==> src/rtl/shared_net_arbiter.sv <==
// Round-robin owner arbiter for a shared wired/tri-state net: one-hot driver enables,
// a fixed no-driver turnaround between owners, and a beat-count ownership timeout.
module shared_net_arbiter #(
  parameter int N         = 4,
  parameter int MAX_BEATS = 8,
  parameter int TURN_CYC  = 1
) (
  input  logic                 i_clk,
  input  logic                 i_rst_n,
  input  logic [N-1:0]         i_req,
  input  logic [N-1:0]         i_last,
  output logic [N-1:0]         o_gnt,
  output logic [$clog2(N)-1:0] o_owner_id,
  output logic                 o_owner_vld,
  output logic [7:0]           o_beat_cnt,
  output logic                 o_timeout
);

  localparam int               IDW       = $clog2(N);
  localparam logic [7:0]       BEAT_MAX  = 8'(MAX_BEATS - 1);
  localparam logic [2:0]       TURN_LAST = 3'(TURN_CYC - 1);
  localparam logic [IDW-1:0]   ID_LAST   = IDW'(N - 1);

  typedef enum logic [1:0] {
    ST_IDLE = 2'd0,
    ST_OWN  = 2'd1,
    ST_TURN = 2'd2
  } state_t;

  // {found, index} of the first requester at or above ptr, wrapping modulo N
  function automatic logic [IDW:0] rr_pick(input logic [N-1:0] req, input logic [IDW-1:0] ptr);
    logic [IDW:0] res;
    int           idx;
    res = {(IDW+1){1'b0}};
    for (int k = N - 1; k >= 0; k--) begin
      idx = (int'(ptr) + k) % N;
      res = req[idx] ? {1'b1, IDW'(idx)} : res;
    end
    return res;
  endfunction

  state_t         r_state,     w_state_nxt;
  logic [IDW-1:0] r_ptr,       w_ptr_nxt;
  logic [N-1:0]   r_gnt,       w_gnt_nxt;
  logic [IDW-1:0] r_owner_id,  w_owner_nxt;
  logic           r_owner_vld, w_owner_vld_nxt;
  logic [7:0]     r_beat_cnt,  w_beat_nxt;
  logic           r_timeout,   w_timeout_nxt;
  logic [2:0]     r_turn_cnt,  w_turn_nxt;
  logic [IDW:0]   w_pick;
  logic           w_arb;
  logic           w_req_own;
  logic           w_last_own;

  assign w_pick     = rr_pick(i_req, r_ptr);
  assign w_req_own  = i_req[r_owner_id];
  assign w_last_own = i_last[r_owner_id];

  always_comb begin
    w_state_nxt     = r_state;
    w_ptr_nxt       = r_ptr;
    w_gnt_nxt       = r_gnt;
    w_owner_nxt     = r_owner_id;
    w_beat_nxt      = r_beat_cnt;
    w_timeout_nxt   = 1'b0;
    w_turn_nxt      = r_turn_cnt;
    w_arb           = 1'b0;

    case (r_state)
      ST_IDLE: begin
        w_gnt_nxt = {N{1'b0}};
        w_arb     = 1'b1;
      end
      ST_OWN: begin
        // abort and normal end share one exit; only a beat-limit exit flags a timeout
        if (!w_req_own || w_last_own) begin
          w_state_nxt = ST_TURN;
          w_gnt_nxt   = {N{1'b0}};
          w_turn_nxt  = 3'd0;
        end else if (r_beat_cnt >= BEAT_MAX) begin
          w_state_nxt   = ST_TURN;
          w_gnt_nxt     = {N{1'b0}};
          w_turn_nxt    = 3'd0;
          w_timeout_nxt = 1'b1;
        end else begin
          w_beat_nxt = r_beat_cnt + 8'd1;
        end
      end
      ST_TURN: begin
        w_gnt_nxt = {N{1'b0}};
        if (r_turn_cnt >= TURN_LAST) begin
          w_state_nxt = ST_IDLE;
          w_arb       = 1'b1;
        end else begin
          w_turn_nxt = r_turn_cnt + 3'd1;
        end
      end
      default: begin
        w_state_nxt = ST_IDLE;
        w_gnt_nxt   = {N{1'b0}};
      end
    endcase

    if (w_arb && w_pick[IDW]) begin
      w_state_nxt = ST_OWN;
      w_gnt_nxt   = {{(N-1){1'b0}}, 1'b1} << w_pick[IDW-1:0];
      w_owner_nxt = w_pick[IDW-1:0];
      w_beat_nxt  = 8'd0;
      w_ptr_nxt   = (w_pick[IDW-1:0] == ID_LAST) ? {IDW{1'b0}}
                                                 : w_pick[IDW-1:0] + IDW'(1'b1);
    end else begin
      w_ptr_nxt = w_ptr_nxt;
    end

    w_owner_vld_nxt = |w_gnt_nxt;
  end

  always_ff @(posedge i_clk or negedge i_rst_n) begin
    if (!i_rst_n) begin
      r_state     <= ST_IDLE;
      r_ptr       <= {IDW{1'b0}};
      r_gnt       <= {N{1'b0}};
      r_owner_id  <= {IDW{1'b0}};
      r_owner_vld <= 1'b0;
      r_beat_cnt  <= 8'd0;
      r_timeout   <= 1'b0;
      r_turn_cnt  <= 3'd0;
    end else begin
      r_state     <= w_state_nxt;
      r_ptr       <= w_ptr_nxt;
      r_gnt       <= w_gnt_nxt;
      r_owner_id  <= w_owner_nxt;
      r_owner_vld <= w_owner_vld_nxt;
      r_beat_cnt  <= w_beat_nxt;
      r_timeout   <= w_timeout_nxt;
      r_turn_cnt  <= w_turn_nxt;
    end
  end

  assign o_gnt       = r_gnt;
  assign o_owner_id  = r_owner_id;
  assign o_owner_vld = r_owner_vld;
  assign o_beat_cnt  = r_beat_cnt;
  assign o_timeout   = r_timeout;

endmodule

==> config.mk <==
export PLATFORM = sky130hd
export DESIGN_NAME = shared_net_arbiter
export DESIGN_NICKNAME = d
export VERILOG_FILES = /design/src/rtl/shared_net_arbiter.sv
export SDC_FILE = /design/constraint.sdc
export NUM_CORES = 1
export LEC_CHECK = 0
export ABC_AREA = 1
export BUFFER_PORTS_ARGS = -buffer_cell sky130_fd_sc_hd__buf_2
export CORE_MARGIN = 5
export CORE_UTILIZATION = 30
export CTS_CLUSTER_DIAMETER = 30
export DETAILED_ROUTE_END_ITERATION = 10
export GPL_TIMING_DRIVEN = 0
export PLACE_DENSITY = 0.61
export SYNTH_ARGS = -nofsm -noshare
export SYNTH_HDL_FRONTEND = slang
export SYNTH_SLANG_ARGS = --single-unit
==> constraint.sdc <==
create_clock -name i_clk -period 2 [get_ports i_clk]
set_clock_uncertainty 0.2 [all_clocks]
set_input_delay 0.1 -clock i_clk [delete_from_list [all_inputs] [get_ports i_clk]]
set_output_delay 0.1 -clock i_clk [all_outputs]
set_load 0.03 [all_outputs]
==> impl_metrics.env, run 1 <==
export IMPL_path_clk_slew_ns=0.07
export IMPL_ys_ff_latch=20
export IMPL_final_layout_size_suffix_gt1_share_pct=48.91
export IMPL_crit_path_max_incr_delay_ns=0.39
export IMPL_start_util_pct=30.93
export IMPL_final_cell_area_um2=1675
export IMPL_cp_end_kind="flip-flop"
export IMPL_path_common_cell="nand2_2"
export IMPL_fp_dieH_um=71.44
export IMPL_hpwl_um=1809
export IMPL_drtIter0Drc=46
export IMPL_insertion_delay_ns=0.25
export IMPL_timing_final_ws_setup_ns=-0.05316
export IMPL_place_ws_ns=-0.1642
export IMPL_post_dp_cell_area_um2=1318
export IMPL_cts_tree="yes"
export IMPL_cp_cell_sequence="buf_6, clkinv_8, nand2_2, nand2_2, nand2_2, nand2_4, nand3_4, nand2_2, nand2_2, nand2_4, inv_4, ha_4, nand3_2, nand2_2, nor2_1, nand2_1"
export IMPL_crit_family="simple AND/OR/NAND/NOR gates"
export IMPL_antenna_left=0
export IMPL_drc=0
export IMPL_grt_pass1_wl_um=4119
export IMPL_worstPathMaxFanout=8
export IMPL_ios=26
export IMPL_ir_drop_mv=0.8112
export IMPL_violations="setup timing"
export IMPL_ys_warn_count=0
export IMPL_n_antenna_cell=0
export IMPL_cp_slowest_cell="dfrtp_1"
export IMPL_cp_required_ns=1.95
export IMPL_vias=1037
export IMPL_status="finished with violations"
export IMPL_slew_headroom_pct=70.61
export IMPL_cap_violations=0
export IMPL_timing_hold_ws_ns=0.1180
export IMPL_rsz0062_at_grt="true"
export IMPL_syn_area_per_cell_um2=7.809
export IMPL_finalSetupViolCount=2
export IMPL_arrival_ns=2.00
export IMPL_grt_total_usage_pct=9.770
export IMPL_die_area_um2=5103
export IMPL_synth_nets=160
export IMPL_power_density_nw_per_um2=1717
export IMPL_grt_pass1_vias=1018
export IMPL_htreeDepth=1
export IMPL_area_growth_syn_to_layout_pct=47.96
export IMPL_antenna_found_initial=0
export IMPL_critPathLaunchType="flip-flop"
export IMPL_firstDrtPassIters=4
export IMPL_coreArea_um2=3661
export IMPL_die_w_um=71.44
export IMPL_finalHoldViolations=0
export IMPL_clockBufferDepth=2
export IMPL_routed_via_density=4.470
export IMPL_ys_seq_area_share_pct=44.20
export IMPL_drt_wl_total_um=2741
export IMPL_placementRows=22
export IMPL_leakage_nw=0.8832
export IMPL_routedWlPerCell_um=11.81
export IMPL_max_clock_freq_mhz=487.1
export IMPL_grt_max_degree=21
export IMPL_nets=201
export IMPL_cts_buffers=3
export IMPL_post_route_period_util_pct=102.7
export IMPL_place_congestion=0.8015
export IMPL_instances_no_fill=232
export IMPL_cts_root_buf="clkbuf_8"
export IMPL_hold_path_class="input port to async pin"
export IMPL_criticalPathCategory="flip-flop to flip-flop"
export IMPL_syn_cell_area_um2=1132
export IMPL_grt_overflow_total=0
export IMPL_cp_num_buf_inv=3
export IMPL_drv_slew=0
export IMPL_placed_cells=218
export IMPL_period_needed_ns=2.053
export IMPL_synth_cell_types=19
export IMPL_syn_inst=145
export IMPL_cts_sinks=20
export IMPL_io_buffers=25
export IMPL_worst_pin_slew_ns=0.4408
==> layout by cell type, fill, tap and decap left out <==
cell type	n
a21oi_2	1
buf_2	25
buf_4	10
buf_6	2
clkbuf_8	3
clkinv_8	1
dfrtp_1	20
dlygate4sd3_1	1
ha_1	1
ha_4	4
inv_1	15
inv_2	2
inv_4	2
nand2_1	25
nand2_2	12
nand2_4	12
nand3_1	6
nand3_2	6
nand3_4	2
nand3b_1	1
nand4_1	4
nor2_1	11
nor2_2	2
nor2_4	2
nor3_1	1
o21ai_0	8
o21ai_2	4
xor2_1	1
==> power breakdown <==
| part | switching, mW | internal, mW | total (mW) |
|---|---|---|---|
| combinational | 1.24 | 0.787 | 2.03 |
| clock | 0.124 | 0.134 | 0.257 |
| sequential | 0.0748 | 0.515 | 0.590 |
| total | 1.44 | 1.44 | 2.88 |
==> metrics by stage <==
step                      TNS [ns]  power (mW)  utilization, %
final                     -0.08116       2.876           45.76
after CTS                 -0.06201       2.287           38.82
after global routing       -0.3564       3.122           45.76
after global placement     -0.1849       1.866           35.99
after floorplan                  0       1.590               -
after detailed placement   -0.2383       1.863           35.99
==> cell usage after synthesis (all sizes together) <==
cell type | number | area, um^2
nand2 | 49 | 209.0
dfrtp | 20 | 500.5
inv | 20 | 82.58
nor2 | 15 | 58.81
nand3 | 14 | 70.07
o21ai | 12 | 71.32
ha | 5 | 62.56
nand4 | 4 | 25.02
buf | 2 | 22.52
a21oi | 1 | 8.760
nand3b | 1 | 7.510
nor3 | 1 | 5.000
xor2 | 1 | 8.760
==> worst reg2reg max path, delay by kind of cell, from the launching register on <==
kind | cells | cell delay (ns)
AND/OR/NAND/NOR | 12 | 0.91
flip-flops | 1 | 0.39
buffers and inverters | 3 | 0.29
adder cells (fa/ha/maj) | 1 | 0.15
==> area by class of cell <==
type	count	area, um^2
inverter	20	92.59
timing repair buffer	36	210.2
buffer	2	22.52
clock buffer	3	41.29
multi-input combinational	103	748.2
tap	48	60.06
fill	374	1986
sequential	20	500.5
==> state kept, by name, indices dropped and copies added, names as in the netlist <==
register,count
o_beat_cnt,8
o_gnt,4
o_owner_id,2
o_owner_vld,1
o_timeout,1
r_ptr,2
r_state,2
==> logic make-up after synthesis <==
| group | after synthesis | share of synthesized area (%) |
|---|---|---|
| xor+xnor | 1 | 0.7736 |
| flops | 20 | 44.20 |
| compound gates | 13 | 7.072 |
| fa+ha+maj | 5 | 5.525 |
| buf+inv | 22 | 9.282 |
| simple gates | 84 | 33.15 |
==> final timing paths <==
path	startpoint	to	slack, ns	cells past startpoint
min	i_rst_n	o_owner_vld	0.12	2
max	r_ptr[0]	o_owner_vld	-0.05	16
max in group asynchronous	i_rst_n	o_beat_cnt[3]	1.18	2
min reg2reg	r_state[1]	r_state[1]	0.23	1
min in group i_clk	i_last[0]	o_timeout	0.19	6
max reg2reg	r_ptr[0]	o_owner_vld	-0.05	16
==> repair_timing <==
item / 4_1_cts / 5_1_grt
buffers inserted: 3 / 7
endpoints found under the hold margin: 20 / 0
endpoints found under the setup margin: 4 / 11
hold buffers: 1 / 0
pin swaps: 12 / 20
gates resized for setup: 12 / 45
==> per-layer routing <==
metal / vias to the layer above / share of wire, % / global-route usage, %
met5: - / 0 / 0
met4: 0 / 1.6 / 3.967
met1: 476 / 45 / 11.92
li1: 537 / - / -
met3: 6 / 3.0 / 1.543
met2: 18 / 51 / 17.04
No activity file was read; power rests on OpenSTA's default activity.
==> run 2: changes to the inputs <==
--- a/config.mk
+++ b/config.mk
@@ -7,7 +7,6 @@
 export LEC_CHECK = 0
 export ABC_AREA = 1
 export BUFFER_PORTS_ARGS = -buffer_cell sky130_fd_sc_hd__buf_2
-export CORE_MARGIN = 5
 export CORE_UTILIZATION = 30
 export CTS_CLUSTER_DIAMETER = 30
 export DETAILED_ROUTE_END_ITERATION = 10
==> constraint.sdc (replaced) <==
create_clock -name i_clk -period 1.85 [get_ports i_clk]
set_clock_uncertainty 0.2 [all_clocks]
set_input_delay 0.0925 -clock i_clk [delete_from_list [all_inputs] [get_ports i_clk]]
set_output_delay 0.0925 -clock i_clk [all_outputs]
set_load 0.03 [all_outputs]
==> run 2 against run 1 <==
  * Hold slack worse by 0.011 ns
  * Setup slack worse by 0.13 ns
  * Maximum frequency rose by 0.78%
  * Die area decreased by 21%
  * The run still ends with setup timing left
  * Combinational power increased by 23%
  * Sequential cell count is the same
  * Register-to-register slack lost 0.13 ns
  * Critical path depth unchanged
  * Routed wire length rose by 1.9%
  * Sequential share of layout area is 1.0 points lower
  * Largest cell class unchanged
==> impl_metrics.env, run 2 (synthesis results as in run 1) <==
export IMPL_cap_violations=0
export IMPL_drc=0
export IMPL_io_buffers=25
export IMPL_post_route_period_util_pct=110.1
export IMPL_clockBufferDepth=2
export IMPL_coreArea_um2=3468
export IMPL_cts_tree="yes"
export IMPL_timing_final_ws_setup_ns=-0.1874
export IMPL_antenna_found_initial=0
export IMPL_drv_slew=0
export IMPL_slew_headroom_pct=70.69
export IMPL_crit_path_max_incr_delay_ns=0.37
export IMPL_final_layout_size_suffix_gt1_share_pct=53.57
export IMPL_finalSetupViolCount=6
export IMPL_violations="setup timing"
export IMPL_nets=213
export IMPL_layout_commonest_cell="buf_2"
export IMPL_grt_total_usage_pct=13.47
export IMPL_path_clk_slew_ns=0.07
export IMPL_hpwl_um=1754
export IMPL_area_growth_syn_to_layout_pct=53.48
export IMPL_grt_pass1_vias=1038
export IMPL_grt_overflow_total=0
export IMPL_post_dp_cell_area_um2=1325
export IMPL_placementRows=21
export IMPL_leakage_nw=0.9272
export IMPL_worstPathMaxFanout=8
export IMPL_die_w_um=63.44
export IMPL_power_density_nw_per_um2=1958
export IMPL_vias=1096
export IMPL_critPathLaunchType="flip-flop"
export IMPL_cts_buffers=3
export IMPL_firstDrtPassIters=4
export IMPL_cts_root_buf="clkbuf_8"
export IMPL_cp_end_kind="flip-flop"
export IMPL_period_needed_ns=2.037
export IMPL_cts_sinks=20
export IMPL_die_area_um2=4024
export IMPL_cp_required_ns=1.79
export IMPL_place_congestion=0.7851
export IMPL_htreeDepth=1
export IMPL_final_cell_area_um2=1738
export IMPL_n_antenna_cell=0
export IMPL_status="finished with violations"
export IMPL_hold_path_class="input port to async pin"
export IMPL_finalHoldViolations=0
export IMPL_use_met2_pct=21.68
export IMPL_ios=26
export IMPL_most_common_layout_cells="25 x buf_2, 24 x nand2_1, 22 x nand2_2, 19 x dfrtp_1, 18 x buf_4"
export IMPL_routed_via_density=4.529
export IMPL_arrival_ns=1.98
export IMPL_fp_dieH_um=63.44
export IMPL_max_clock_freq_mhz=490.8
export IMPL_routedWlPerCell_um=11.54
export IMPL_grt_pass1_wl_um=4402
export IMPL_insertion_delay_ns=0.25
export IMPL_top_usage_layer="met2"
export IMPL_cp_slowest_cell="dfrtp_1"
export IMPL_worst_pin_slew_ns=0.4380
export IMPL_n_fill_cell=350
export IMPL_start_util_pct=32.65
export IMPL_path_common_cell="nand2_2"
export IMPL_antenna_left=0
export IMPL_ir_drop_mv=0.7943
export IMPL_groute_layer_met3_usage_pct=2.174
export IMPL_rsz0062_at_grt="true"
export IMPL_grt_max_degree=21
export IMPL_use_met1_pct=17.97
export IMPL_cp_cell_sequence="buf_6, inv_8, nand2_2, nand2_2, nand2_2, nand2_4, nand3_2, nand2_1, nand2_1, nand2_2, inv_2, ha_4, nand3_2, nand2_2, nor2_2, nand2_1"
export IMPL_timing_hold_ws_ns=0.1066
export IMPL_drtIter0Drc=32
export IMPL_drt_wl_total_um=2792
export IMPL_criticalPathCategory="flip-flop to flip-flop"
export IMPL_largest_reg_flops=8
export IMPL_final_util_pct=50.11
[run 2: cell count changes in the layout (fill, tap and decap cells not counted), moves of 3 or more]
cell,delta
o21ai_1,+3
nand2_4,-9
nor2_1,-3
nand2_2,+10
buf_4,+8
[run 2: final timing paths]
check                                end  cells after the start  slack (ns)       start
min                        o_beat_cnt[2]                      2        0.11     i_rst_n
min in group i_clk            r_state[1]                      1        0.24  r_state[1]
max reg2reg                  o_owner_vld                     16       -0.19    r_ptr[0]
min reg2reg                   r_state[1]                      1        0.24  r_state[1]
max in group asynchronous       r_ptr[1]                      2        1.01     i_rst_n
max                          o_owner_vld                     16       -0.19    r_ptr[0]
[run 2: critical path: cells and delay by family, from the launching register on]
| kind | cells | cell delay, ns |
|---|---|---|
| fa+ha+maj | 1 | 0.16 |
| buf+inv | 3 | 0.30 |
| flops | 1 | 0.37 |
| simple gates | 12 | 0.89 |
[run 2: area by class of cell]
cell class / count / area, um^2 / area share [%]
Tap cell: 46 / 57.56 / 3.312
Timing Repair Buffer: 48 / 329.1 / 18.93
Sequential cell: 20 / 501.7 / 28.87
Multi-Input combinational cell: 103 / 694.4 / 39.96
Inverter: 20 / 87.58 / 5.040
Clock buffer: 3 / 41.29 / 2.376
Buffer: 2 / 26.28 / 1.512
[run 2: power breakdown]
part	internal (mW)	switching (mW)	total, mW
sequential	0.559	0.0822	0.641
clock	0.145	0.127	0.272
combinational	1.13	1.36	2.49
[run 2: stage by stage]
step / instances / total power [mW] / setup TNS (ns) / setup WS (ns)
2_1_floorplan: 145 / 1.757 / -0.02518 / -0.02518
3_3_place_gp: 216 / 2.034 / -0.4058 / -0.2000
3_5_place_dp: 216 / 2.047 / -0.5189 / -0.2174
4_1_cts: 225 / 2.552 / -0.4661 / -0.1660
5_1_grt: 242 / 3.663 / -1.723 / -0.3067
6_report: 242 / 3.402 / -0.7408 / -0.1874
[run 2: metal layers]
metal / part of all wire, % / up-vias
li1: - / 562
met5: 0 / -
met1: 44 / 505
met4: 1.4 / 0
met3: 3.5 / 5
met2: 51 / 24
[run 2: timing repair]
item	4_1_cts	5_1_grt
hold endpoints to repair	20	0
cloned	0	1
hold buffers	1	0
gates resized for setup	11	38
setup buffers	5	16
setup endpoints to repair	8	19
pin swaps	13	18
==> run 3: changes to the inputs <==
--- a/config.mk
+++ b/config.mk
@@ -7,7 +7,9 @@
 export LEC_CHECK = 0
 export ABC_AREA = 1
 export BUFFER_PORTS_ARGS = -buffer_cell sky130_fd_sc_hd__buf_2
+export CORE_MARGIN = 2
 export CORE_UTILIZATION = 30
+export CTS_BUF_LIST = sky130_fd_sc_hd__clkbuf_4 sky130_fd_sc_hd__clkbuf_8
 export CTS_CLUSTER_DIAMETER = 30
 export DETAILED_ROUTE_END_ITERATION = 10
 export GPL_TIMING_DRIVEN = 0
==> run 3 against run 2 <==
  * Cell area rose by 1.2%
  * First-iteration DRC count rose by 13%
  * Final cell count increased by 0.83%
  * Largest power group unchanged
  * Routed wire length is 2.0% higher
  * Hold slack improved by 0.013 ns
  * Non-clock buffer count down 1
  * Critical path depth is the same
  * Register-to-register slack got worse by 0.02 ns
  * Via count grew 3.2%
  * Sequential power barely moved
  * The flow still finishes with violations (setup timing)
  * Critical endpoint unchanged
  * Maximum frequency fell by 0.96%
  * Power decreased by 0.43%
==> impl_metrics.env, run 3 (synthesis results as in run 1) <==
export IMPL_status="finished with violations"
export IMPL_violations="setup timing"
export IMPL_hold_path_class="input port to async pin"
export IMPL_place_ws_ns=-0.2258
export IMPL_grt_overflow_total=0
export IMPL_cp_slowest_cell="dfrtp_1"
export IMPL_arrival_ns=2.00
export IMPL_p_switching_mw=1.612
export IMPL_grt_pass1_wl_um=4491
export IMPL_crit_path_max_incr_delay_ns=0.39
export IMPL_grt_max_degree=21
export IMPL_p_seq_share_pct=18.8
export IMPL_ios=26
export IMPL_leakage_nw=0.9294
export IMPL_clkPwrFrac_pct=8.1
export IMPL_routedWlPerCell_um=11.67
export IMPL_cp_cell_sequence="buf_6, inv_8, nand2_4, nand2_4, nand2_2, nand2_2, nor2_2, o21ai_1, nand3_1, nand2_4, inv_4, ha_4, nand3_2, nand2_2, nor2_2, nand2_1"
export IMPL_fp_dieH_um=65.44
export IMPL_drtIter0Drc=36
export IMPL_antenna_left=0
export IMPL_die_w_um=65.44
export IMPL_grt_pass1_vias=1081
export IMPL_clockBufferDepth=2
export IMPL_cts_buffers=3
export IMPL_ir_drop_mv=0.6910
export IMPL_post_dp_cell_area_um2=1328
export IMPL_routed_via_density=4.635
export IMPL_layout_commonest_cell="buf_2"
export IMPL_finalHoldViolations=0
export IMPL_drc=0
export IMPL_nets=213
export IMPL_vias=1131
export IMPL_area_growth_syn_to_layout_pct=55.25
export IMPL_timing_final_ws_setup_ns=-0.2070
export IMPL_drv_slew=0
export IMPL_post_route_period_util_pct=111.2
export IMPL_cp_end_kind="flip-flop"
export IMPL_cts_root_buf="clkbuf_8"
export IMPL_max_clock_freq_mhz=486.1
export IMPL_power_switching_share_pct=47.59
export IMPL_most_common_layout_cells="26 x buf_2, 25 x nand2_1, 19 x dfrtp_1, 18 x buf_4, 17 x nand2_2"
export IMPL_place_congestion=0.8228
export IMPL_cap_violations=0
export IMPL_criticalPathCategory="flip-flop to flip-flop"
export IMPL_coreArea_um2=3633
export IMPL_critPathLaunchType="flip-flop"
export IMPL_grt_total_usage_pct=13.39
export IMPL_period_needed_ns=2.057
export IMPL_power_density_nw_per_um2=1927
export IMPL_worstPathMaxFanout=5
export IMPL_slew_headroom_pct=68.54
export IMPL_insertion_delay_ns=0.25
export IMPL_p_int_mw=1.776
export IMPL_worst_pin_slew_ns=0.4702
export IMPL_die_area_um2=4282
export IMPL_htreeDepth=1
export IMPL_start_util_pct=31.16
export IMPL_placementRows=22
export IMPL_path_clk_slew_ns=0.07
export IMPL_final_cell_area_um2=1758
export IMPL_antenna_found_initial=0
export IMPL_hpwl_um=1817
export IMPL_cts_tree="yes"
export IMPL_power_frac_comb_pct=73.0
export IMPL_cts_sinks=20
export IMPL_n_antenna_cell=0
export IMPL_finalSetupViolCount=6
export IMPL_cp_required_ns=1.80
export IMPL_firstDrtPassIters=4
export IMPL_drt_wl_total_um=2848
export IMPL_final_layout_size_suffix_gt1_share_pct=55.10
export IMPL_io_buffers=25
export IMPL_rsz0062_at_grt="true"
export IMPL_largest_reg_flops=8
[run 3: worst max-delay path: cells and delay by family, from the launching register on]
family / cells / cell delay (ns)
adders and majority gates: 1 / 0.15
and+or+nand+nor: 11 / 0.85
DFF: 1 / 0.39
buffers and inverters: 3 / 0.26
AOI/OAI and AO/OA: 1 / 0.08
[run 3: power groups by stage]
stage                     registers (mW)  clock network [mW]  logic, mW
final                              0.638               0.275       2.47
after global routing               0.658               0.302       2.69
after CTS                          0.632               0.287       1.79
after detailed placement           0.638                   0       1.43
after global placement             0.637                   0       1.41
after floorplan                    0.749                   0       1.01
[run 3: path summary, 6_finish.rpt]
kind | depth (start not counted) | slack [ns] | startpoint | to
worst max-delay path | 16 | -0.21 | r_ptr[0] | o_owner_vld
worst min-delay path | 2 | 0.12 | i_rst_n | o_beat_cnt[0]
worst max register to register | 16 | -0.21 | r_ptr[0] | o_owner_vld
worst min register to register | 1 | 0.24 | r_state[1] | r_state[1]
max in group asynchronous | 2 | 0.99 | i_rst_n | r_ptr[1]
min in group i_clk | 6 | 0.22 | i_last[2] | o_timeout
[run 3: what timing repair did]
item                                    CTS  global route
resized for setup                        18            35
gates cloned                              2             1
pin swaps                                17            17
buffers inserted                          5            14
hold endpoints to repair                 20             0
hold buffers                              1             0
endpoints found under the setup margin    8            18
[run 3: through the flow]
step	utilization [%]	TNS (ns)	power (mW)	cells	hold WS (ns)
after floorplan	-	-0.02518	1.757	145	-0.4031
after global placement	36.54	-0.4481	2.047	218	-0.1353
after detailed placement	36.54	-0.5559	2.067	218	-0.1300
after CTS	41.36	-0.5557	2.712	229	0.1253
after global routing	48.38	-2.080	3.651	244	0.1579
final	48.38	-0.6986	3.388	244	0.1197
[run 3: layout make-up]
type	count	area [um^2]
plain buffers	2	26.28
clock buffers	3	41.29
inverters	20	90.09
repair buffers	47	311.5
multi-input cells	103	720.7
flip-flops and latches	20	501.7
repair inverters	1	6.256
fillers	367	1876
well taps	48	60.06
[run 3: metal layers]
metal,GRT usage (%),up-vias,routed length (um)
met1,16.02,538,1233
met5,0,-,0
met3,2.226,10,77
met2,23.21,21,1461
li1,-,562,-
met4,6.510,0,76
